File: src/rtl/control_sequencer_if.sv
// Control bus between the sequencer and the DataPath.
// master: sequencer side (samples run/ir_in, drives control strobes and status).
// slave : DataPath / environment side (drives run/ir_in, observes strobes).
interface control_sequencer_if;
    logic        run;
    logic [31:0] ir_in;
    logic [31:0] Rin;
    logic [31:0] Rout;
    logic [15:0] ALUControl;
    logic        IRin;
    logic        MARin;
    logic        RYin;
    logic        MDRread;
    logic [3:0]  state;
    logic        halted;
    logic        illegal;

    modport master (
        input  run, ir_in,
        output Rin, Rout, ALUControl, IRin, MARin, RYin, MDRread, state, halted, illegal
    );

    modport slave (
        output run, ir_in,
        input  Rin, Rout, ALUControl, IRin, MARin, RYin, MDRread, state, halted, illegal
    );
endinterface

File: src/rtl/control_sequencer.sv
// Hardwired control unit: runs each instruction as fetch/decode/execute T-states
// and decodes DataPath strobes from the current T-state and IR fields.
// Ports: clock, clear (async active-high reset), ctrl (control_sequencer_if.master:
// run/ir_in in; Rin/Rout/ALUControl/IRin/MARin/RYin/MDRread strobes and
// state/halted/illegal status out).
module control_sequencer #(
    parameter logic [15:0] INC_CODE    = 16'd20,
    parameter logic [4:0]  HALT_OPCODE = 5'd31
) (
    input logic                  clock,
    input logic                  clear,
    control_sequencer_if.master  ctrl
);
    localparam int unsigned RW = 32;
    localparam int unsigned AW = 16;

    localparam int unsigned HI_BIT    = 16;
    localparam int unsigned LO_BIT    = 17;
    localparam int unsigned ZHIGH_BIT = 18;
    localparam int unsigned ZLOW_BIT  = 19;
    localparam int unsigned PC_BIT    = 20;
    localparam int unsigned MDR_BIT   = 21;

    typedef enum logic [3:0] {
        S_IDLE = 4'd0,
        S_T0   = 4'd5,
        S_T1   = 4'd6,
        S_T2   = 4'd7,
        S_T3   = 4'd8,
        S_T4   = 4'd9,
        S_T5   = 4'd10,
        S_T6   = 4'd11,
        S_HALT = 4'd15
    } state_t;

    state_t state_q, state_d;
    logic   illegal_q;

    logic [4:0] opcode;
    logic [3:0] ra, rb, rc;
    logic       is_alu, is_muldiv, is_nop, is_halt, is_legal;
    state_t     eoi_state;

    logic [RW-1:0] rin_c, rout_c;
    logic [AW-1:0] alu_c;
    logic          irin_c, marin_c, ryin_c, mdrread_c;

    // Low IR bits carry immediates this unit does not use.
    logic unused_ir_bits;
    assign unused_ir_bits = ^ctrl.ir_in[14:0];

    assign opcode = ctrl.ir_in[31:27];
    assign ra     = ctrl.ir_in[26:23];
    assign rb     = ctrl.ir_in[22:19];
    assign rc     = ctrl.ir_in[18:15];

    // Opcode classes.
    always_comb begin
        is_alu    = (opcode >= 5'd1) && (opcode <= 5'd8);
        is_muldiv = (opcode == 5'd14) || (opcode == 5'd15);
        is_nop    = (opcode == 5'd0);
        is_halt   = (opcode == HALT_OPCODE);
        is_legal  = is_alu || is_muldiv || is_nop || is_halt;
    end

    // Back-to-back instructions go straight to the next fetch.
    assign eoi_state = ctrl.run ? S_T0 : S_IDLE;

    // State and sticky illegal-opcode flag.
    always_ff @(posedge clock or posedge clear) begin
        if (clear) begin
            state_q   <= S_IDLE;
            illegal_q <= 1'b0;
        end else begin
            state_q <= state_d;
            if ((state_q == S_T3) && !is_legal) begin
                illegal_q <= 1'b1;
            end
        end
    end

    // Next-state and strobe decode.
    always_comb begin
        state_d   = state_q;
        rin_c     = '0;
        rout_c    = '0;
        alu_c     = '0;
        irin_c    = 1'b0;
        marin_c   = 1'b0;
        ryin_c    = 1'b0;
        mdrread_c = 1'b0;

        case (state_q)
            S_IDLE: begin
                if (ctrl.run) begin
                    state_d = S_T0;
                end
            end
            S_T0: begin
                rout_c[PC_BIT]  = 1'b1;
                marin_c         = 1'b1;
                alu_c           = INC_CODE;
                rin_c[ZLOW_BIT] = 1'b1;
                state_d         = S_T1;
            end
            S_T1: begin
                rout_c[ZLOW_BIT] = 1'b1;
                rin_c[PC_BIT]    = 1'b1;
                rin_c[MDR_BIT]   = 1'b1;
                mdrread_c        = 1'b1;
                state_d          = S_T2;
            end
            S_T2: begin
                rout_c[MDR_BIT] = 1'b1;
                irin_c          = 1'b1;
                state_d         = S_T3;
            end
            S_T3: begin
                if (is_alu) begin
                    rout_c[rb] = 1'b1;
                    ryin_c     = 1'b1;
                    state_d    = S_T4;
                end else if (is_muldiv) begin
                    rout_c[ra] = 1'b1;
                    ryin_c     = 1'b1;
                    state_d    = S_T4;
                end else if (is_halt) begin
                    state_d = S_HALT;
                end else begin
                    state_d = eoi_state;
                end
            end
            S_T4: begin
                alu_c           = AW'(opcode);
                rin_c[ZLOW_BIT] = 1'b1;
                if (is_muldiv) begin
                    rout_c[rb]       = 1'b1;
                    rin_c[ZHIGH_BIT] = 1'b1;
                end else begin
                    rout_c[rc] = 1'b1;
                end
                state_d = S_T5;
            end
            S_T5: begin
                rout_c[ZLOW_BIT] = 1'b1;
                if (is_muldiv) begin
                    rin_c[LO_BIT] = 1'b1;
                    state_d       = S_T6;
                end else begin
                    rin_c[ra] = 1'b1;
                    state_d   = eoi_state;
                end
            end
            S_T6: begin
                rout_c[ZHIGH_BIT] = 1'b1;
                rin_c[HI_BIT]     = 1'b1;
                state_d           = eoi_state;
            end
            S_HALT: begin
                state_d = S_HALT;
            end
            default: begin
                state_d = S_IDLE;
            end
        endcase
    end

    assign ctrl.Rin        = rin_c;
    assign ctrl.Rout       = rout_c;
    assign ctrl.ALUControl = alu_c;
    assign ctrl.IRin       = irin_c;
    assign ctrl.MARin      = marin_c;
    assign ctrl.RYin       = ryin_c;
    assign ctrl.MDRread    = mdrread_c;
    assign ctrl.state      = state_q;
    assign ctrl.halted     = (state_q == S_HALT);
    assign ctrl.illegal    = illegal_q;
endmodule

File: src/flat_wrapper.sv
// flat-port wrapper written by rule: the top's interface ports become plain ports
module control_sequencer_flat 
#(
    parameter logic [15:0] INC_CODE    = 16'd20,
    parameter logic [4:0]  HALT_OPCODE = 5'd31
)
  (clock, clear, ctrl_run, ctrl_ir_in, ctrl_Rin, ctrl_Rout, ctrl_ALUControl, ctrl_IRin, ctrl_MARin, ctrl_RYin, ctrl_MDRread, ctrl_state, ctrl_halted, ctrl_illegal);
  control_sequencer_if ctrl_i ();
  input logic clock;
  input logic clear;
  input wire logic [$bits(ctrl_i.run)-1:0] ctrl_run;
  input wire logic [$bits(ctrl_i.ir_in)-1:0] ctrl_ir_in;
  output wire logic [$bits(ctrl_i.Rin)-1:0] ctrl_Rin;
  output wire logic [$bits(ctrl_i.Rout)-1:0] ctrl_Rout;
  output wire logic [$bits(ctrl_i.ALUControl)-1:0] ctrl_ALUControl;
  output wire logic [$bits(ctrl_i.IRin)-1:0] ctrl_IRin;
  output wire logic [$bits(ctrl_i.MARin)-1:0] ctrl_MARin;
  output wire logic [$bits(ctrl_i.RYin)-1:0] ctrl_RYin;
  output wire logic [$bits(ctrl_i.MDRread)-1:0] ctrl_MDRread;
  output wire logic [$bits(ctrl_i.state)-1:0] ctrl_state;
  output wire logic [$bits(ctrl_i.halted)-1:0] ctrl_halted;
  output wire logic [$bits(ctrl_i.illegal)-1:0] ctrl_illegal;
  assign ctrl_i.run = ctrl_run;
  assign ctrl_i.ir_in = ctrl_ir_in;
  assign ctrl_Rin = ctrl_i.Rin;
  assign ctrl_Rout = ctrl_i.Rout;
  assign ctrl_ALUControl = ctrl_i.ALUControl;
  assign ctrl_IRin = ctrl_i.IRin;
  assign ctrl_MARin = ctrl_i.MARin;
  assign ctrl_RYin = ctrl_i.RYin;
  assign ctrl_MDRread = ctrl_i.MDRread;
  assign ctrl_state = ctrl_i.state;
  assign ctrl_halted = ctrl_i.halted;
  assign ctrl_illegal = ctrl_i.illegal;
  control_sequencer #(.INC_CODE(INC_CODE), .HALT_OPCODE(HALT_OPCODE)) u_core (.clock(clock), .clear(clear), .ctrl(ctrl_i));
endmodule
File: config.mk
export PLATFORM = sky130hd
export DESIGN_NAME = control_sequencer_flat
export DESIGN_NICKNAME = d
export VERILOG_FILES = /design/src/rtl/control_sequencer_if.sv /design/src/rtl/control_sequencer.sv /design/src/flat_wrapper.sv
export SDC_FILE = /design/constraint.sdc
export NUM_CORES = 1
export LEC_CHECK = 0
export CORE_AREA = 2 2 74 76
export CTS_CLUSTER_SIZE = 8
export DETAILED_ROUTE_END_ITERATION = 6
export DIE_AREA = 0 0 76 78
export PLACE_DENSITY_LB_ADDON = 0.08
export SLEW_MARGIN = 20
export SYNTH_ARGS = -nofsm -noshare
export SYNTH_HDL_FRONTEND = slang
export SYNTH_SLANG_ARGS = --single-unit
export TNS_END_PERCENT = 30
File: constraint.sdc
create_clock -name clock -period 2.3 [get_ports clock]
set_clock_uncertainty 0.1 [all_clocks]
set_input_delay 0.23 -clock clock [delete_from_list [all_inputs] [get_ports clock]]
set_output_delay 0.23 -clock clock [all_outputs]
set_load 0.02 [all_outputs]
; ---- Yosys cells after proc, flatten, opt, wreduce, memory -nomap -nowiden
; Index checks and enable logic that the tools add are counted.
[word_totals]
reg_bits = 5
[classes]
order_cmp = 8
n_eq_ne = 12
muxes = 36
n_reduce_logical = 14
[ops]
columns = op, n
row1 = $mux 16, 4
row2 = $pmux 18 s2, 1
row3 = $pmux 4 s9, 1
row4 = $mux 32, 1
row5 = $eq 4x4->1 const B, 5
row6 = $mux 4, 5
row7 = $pmux 10 s2, 1
row8 = $lt 4x6->1 const B, 3
row9 = $demux 1 s4, 3
row10 = $eq 4x3->1 const B, 3
row11 = $ge 4x1->1 const B, 3
row12 = $mux 1, 12
row13 = $pmux 1 s3, 4
row14 = $eq 5x4->1 const B, 2
row15 = $pmux 5 s2, 1
row16 = $eq 5x5->1 const B, 1
row17 = $ge 5x1->1 const B, 1
row18 = $le 5x4->1 const B, 1
row19 = $logic_and 1x1->1, 5
row20 = $logic_not 5->1, 1
row21 = $logic_not 4->1, 1
row22 = $logic_or 1x1->1, 4
row23 = $reduce_or 2->1, 2
row24 = $mux 3, 1
row25 = other kinds (4), 4

; ---- Longest topological paths before layout
[logic_depth]
word_depth = 7
depth_mapped = 7
depth_no_buf = 4

; ---- Worst setup path before layout
; No wires, ideal clock.
[synth_path]
kind = flip-flop to output port
start = reg u_core.state_q[1], in the netlist u_core.ctrl.state[1]
end = out ctrl_Rout[21]
path_slack_ns = 0.034
stages_incl_launch_ff = 6
required_ns = 1.970
t_arrival_ns = 1.936
cell_sequence = dfrtp_1 buf_2 clkbuf_1 nand2_1 nor3b_1 buf_4
[synth_via]
elab_chain_cells = 2
word_cells_on_any_way = 4
[synth_rtl]
columns = element, line_no
row1 = from (decl), control_sequencer.sv:36  ; state_t state_q, state_d;
row2 = from (signal assigned), control_sequencer.sv:75  ; state_q <= state_d;
row3 = $eq 4x4->1 / $eq 4x3->1 (equally long branches), control_sequencer.sv:93  ; case (state_q)
row4 = $pmux 1 s3 *, control_sequencer.sv:93
row5 = to (decl), flat_wrapper.sv:14  ; output wire logic [$bits(ctrl_i.Rout)-1:0] ctrl_Rout;
; Every way passes the cells marked *; elsewhere a longest branch is shown, timed or not.

; ---- Worst setup path in the final report
[layout_path]
start = reg u_core.state_q[1], in the netlist u_core.ctrl.state[1]
end = out ctrl_MARin
[layout_via]
elab_chain_cells = 2
[layout_rtl]
columns = element, line_no
row1 = $eq 4x3->1, control_sequencer.sv:93
row2 = $mux 1, control_sequencer.sv:93
row3 = to (decl), flat_wrapper.sv:17  ; output wire logic [$bits(ctrl_i.MARin)-1:0] ctrl_MARin;
; Every way passes these cells.

==> metrics.md <==
| Metric | Value |
|---|---|
| Hold Worst Slack | `0.103 ns` |
| Flops & latches, synth | `5` |
| GR Util met2 | `about a third` |
| Initial antenna violation count | `0` |
| Post-route clock period utilization | `98.9%` |
| Clock root buffer | `clkbuf_8` |
| P_int | `0.513 mW` |
| Seq pwr share | `about an eighth` |
| Max FO, Critical Path | `19` |
| Leakage power | `between 1 and 1.5 nW` |
| Met1 Use GR | `28.4%` |
| Initial DRC count | `118` |
| Routed wire length | `between 6000 and 7000 um` |
| Area grow syn2layout | `58.4%` |
| Minimum clock period | `2.28 ns` |
| Antenna-violating nets left | `0` |
| Drt first pass iters | `4` |
| Finished Core Util | `58.0%` |
| Placed Area | `between 0.002 and 0.003 mm^2` |
| Layout cells sized above 1 | `between 20% and 30%` |
| Crit path launch type | `flop` |
| Met3 GRT Util | `1.86%` |
| Asr flop ratio synth | `100%` |
| Drt wl/cell | `13.8 um` |
| Total Power | `0.929 mW` |
| Clock latency on the worst-skew pair | `0.22 ns` |
| Die height | `78 um` |
| Rel. slew slack | `66.5%` |
| Sw frac | `between 40% and 50%` |
| Gr busiest metal | `met2` |
| Sink Count | `5` |
| GRT Util Overall | `between 20% and 30%` |
| Setup CP Type | `flop to output pin` |
| Clock transition at path regs | `about 0.04 ns` |
| Unrepaired setup endpoints after global routing | `yes` |
| Post-cts hold buffer count | `0` |
| Non-Filler Instances | `457` |
| CTS Buffer Depth | `2` |
| Syn Inst Count | `281` |
| Peak VDD IR | `230 uV` |
| # H-tree levels | `1` |
| Gpl congestion | `0.903` |
| Syn_area_per_cell | `between 6 and 7 um^2` |
| Fmax | `~440 MHz` |
| Tightest Pin Transition | `around 0.5 ns` |
| Max Cap Viol | `0` |
| Hold Path Class | `input port to async pin` |
| Fillers | `514` |
| Detailed-route vias per instance | `4.92` |
| Post-synth EDFFs | `0` |
| First-pass GRT wire length | `10200 um` |
| Worst setup EP type | `output pin` |
| Critical path required time | `between 1.5 and 2 ns` |
| Dominant synthesized flop cell | `dfrtp_1` |
| Ant diodes | `0` |
| Sequential cell area fraction in the yosys report | `6.77%` |
| IO Count | `125` |
| Mapped cell area | `0.00185 mm^2` |
| Core area | `0.00504 mm^2` |
| Die Wd | `76 um` |
| Status | `completed` |
| Critical path arrival | `1.95 ns` |
| Starting Density | `36.7%` |
| Setup violators final | `0` |
| Clock Power Share | `between 15 and 20%` |
| Clock tree from TritonCTS | `built` |
| Largest net degree at the start of global routing | `20` |
| Yosys cell types | `between 40 and 50` |
| Ys Warns | `0` |
| Vias | `2250` |
| Vias in the first global route | `2119` |
| Grt ovf | `0` |
| DR DRC count | `0` |
| Net Switching | `0.416 mW` |
| Slew Limit Fails | `0` |
| Die area | `0.00593 mm^2` |
| Final #Nets | `423` |
| Inst Count DP | `450` |
| P per Cell Area | `318 mW/mm^2` |
| Final Hold Fails | `0` |
| IO Port Bufs | `76` |
| Design area | `approximately 0.0029 mm^2` |
| Inserted Clock Buffers | `3` |
| Detail Placement HPWL | `4860 um` |
| Comb power frac | `69.8%` |
| FP Rows | `26` |
[timing repair]
action	4_1_cts	5_1_grt
buffers inserted	2	0
setup endpoints to repair	43	42
pin swaps	3	2
gates cloned	1	0
gates resized for setup	107	58
[synth_stat cells, types with 4 or more instances]
library cell,count,area (um^2)
o22ai_2,7,87.6
and4_1,5,43.8
dfrtp_1,5,125
o21ai_0,4,20.0
nor3b_1,4,30.0
nand2_1,13,48.8
a21oi_1,18,90.1
nor2_1,50,188
nand2b_1,10,62.6
nand3_1,4,20.0
mux2i_1,16,160
buf_2,4,20.0
nor2b_1,6,37.5
clkbuf_1,13,48.8
o22ai_1,10,62.6
buf_4,38,285
nor3_1,13,65.1
and3_1,9,56.3
or3_1,5,31.3
[critical path: stages, from the launching register on]
cell	delay (ns)
dfrtp_1	0.39
buf_4	0.21
nor4bb_1	0.33
buf_4	0.19
clkdlybuf4s50_1	0.60
[cell usage in the layout (no fill, tap or decap), types with 5 or more instances in the layout]
cell type        netlist  routed
nor3_1                13      13
clkdlybuf4s50_1        0      21
buf_2                  4       8
nor2_1                50      49
nand2_1               13      13
and4_1                 5       5
conb_1                 1      33
dlymetal6s2s_1         0       7
a21oi_1               18      18
or3_1                  5       5
dfrtp_1                5       5
dlygate4sd2_1          0      18
o22ai_1               10       6
o22ai_2                7      10
and3_1                 9       9
buf_4                 38      50
nand2b_1              10      10
nor2b_1                6       6
clkbuf_2               0      12
mux2i_1               16      13
buf_6                  3      10
[area by class of cell]
class | count | area [um^2] | area share (%)
inverter | 4 | 15.0 | 0.513
clock buffer | 4 | 45.0 | 1.54
multi-input combinational | 243 | 1520 | 52.0
tap | 70 | 87.6 | 2.99
sequential | 5 | 125 | 4.28
timing repair buffer | 131 | 1130 | 38.6
[power groups by stage]
stage	clock (mW)	combinational [mW]	sequential (mW)
floorplan	0	0.410	0.142
global placement	0	0.612	0.115
detailed placement	0	0.616	0.115
CTS	0.167	0.625	0.114
global route	0.178	0.697	0.121
finish	0.163	0.648	0.118
[stage by stage]
step,TNS [ns],setup slack [ns]
finish,0,0.0244
global route,-0.0515,-0.0233
CTS,-0.0922,-0.0922
detailed placement,-14.60,-0.620
global placement,-14.20,-0.603
floorplan,0,0.0338
[sequential cells by signal (all words and copies together), names as in the netlist]
signal / flops
u_core.ctrl.state: 4
u_core.ctrl.illegal: 1
[kinds of logic after synthesis]
group	share of synthesized area, %
DFF	6.77
other	0.203
xor gates and xnor gates	0.474
and+or+nand+nor	40.3
buffers and inverters	22.4
AOI/OAI and AO/OA	21.2
muxes	8.67
[worst paths after layout]
path	from	end	slack, ns	cells after the start
worst max-delay path	u_core.ctrl.state[1]	ctrl_MARin	0.02	4
worst max register to register	u_core.ctrl.state[2]	u_core.ctrl.state[0]	0.57	7
worst min-delay path	clear	u_core.ctrl.state[0]	0.10	2
max in group asynchronous	clear	u_core.ctrl.state[3]	1.82	2
worst min register to register	u_core.ctrl.illegal	u_core.ctrl.illegal	0.41	2
min in group clock	u_core.ctrl.illegal	u_core.ctrl.illegal	0.41	2
[metal layers]
metal	routed length, um	up-vias
met5	0	-
met4	26	0
met3	396	2
met2	3030	89
met1	2880	1025
li1	-	1134
(Power assumes the default switching activity.)
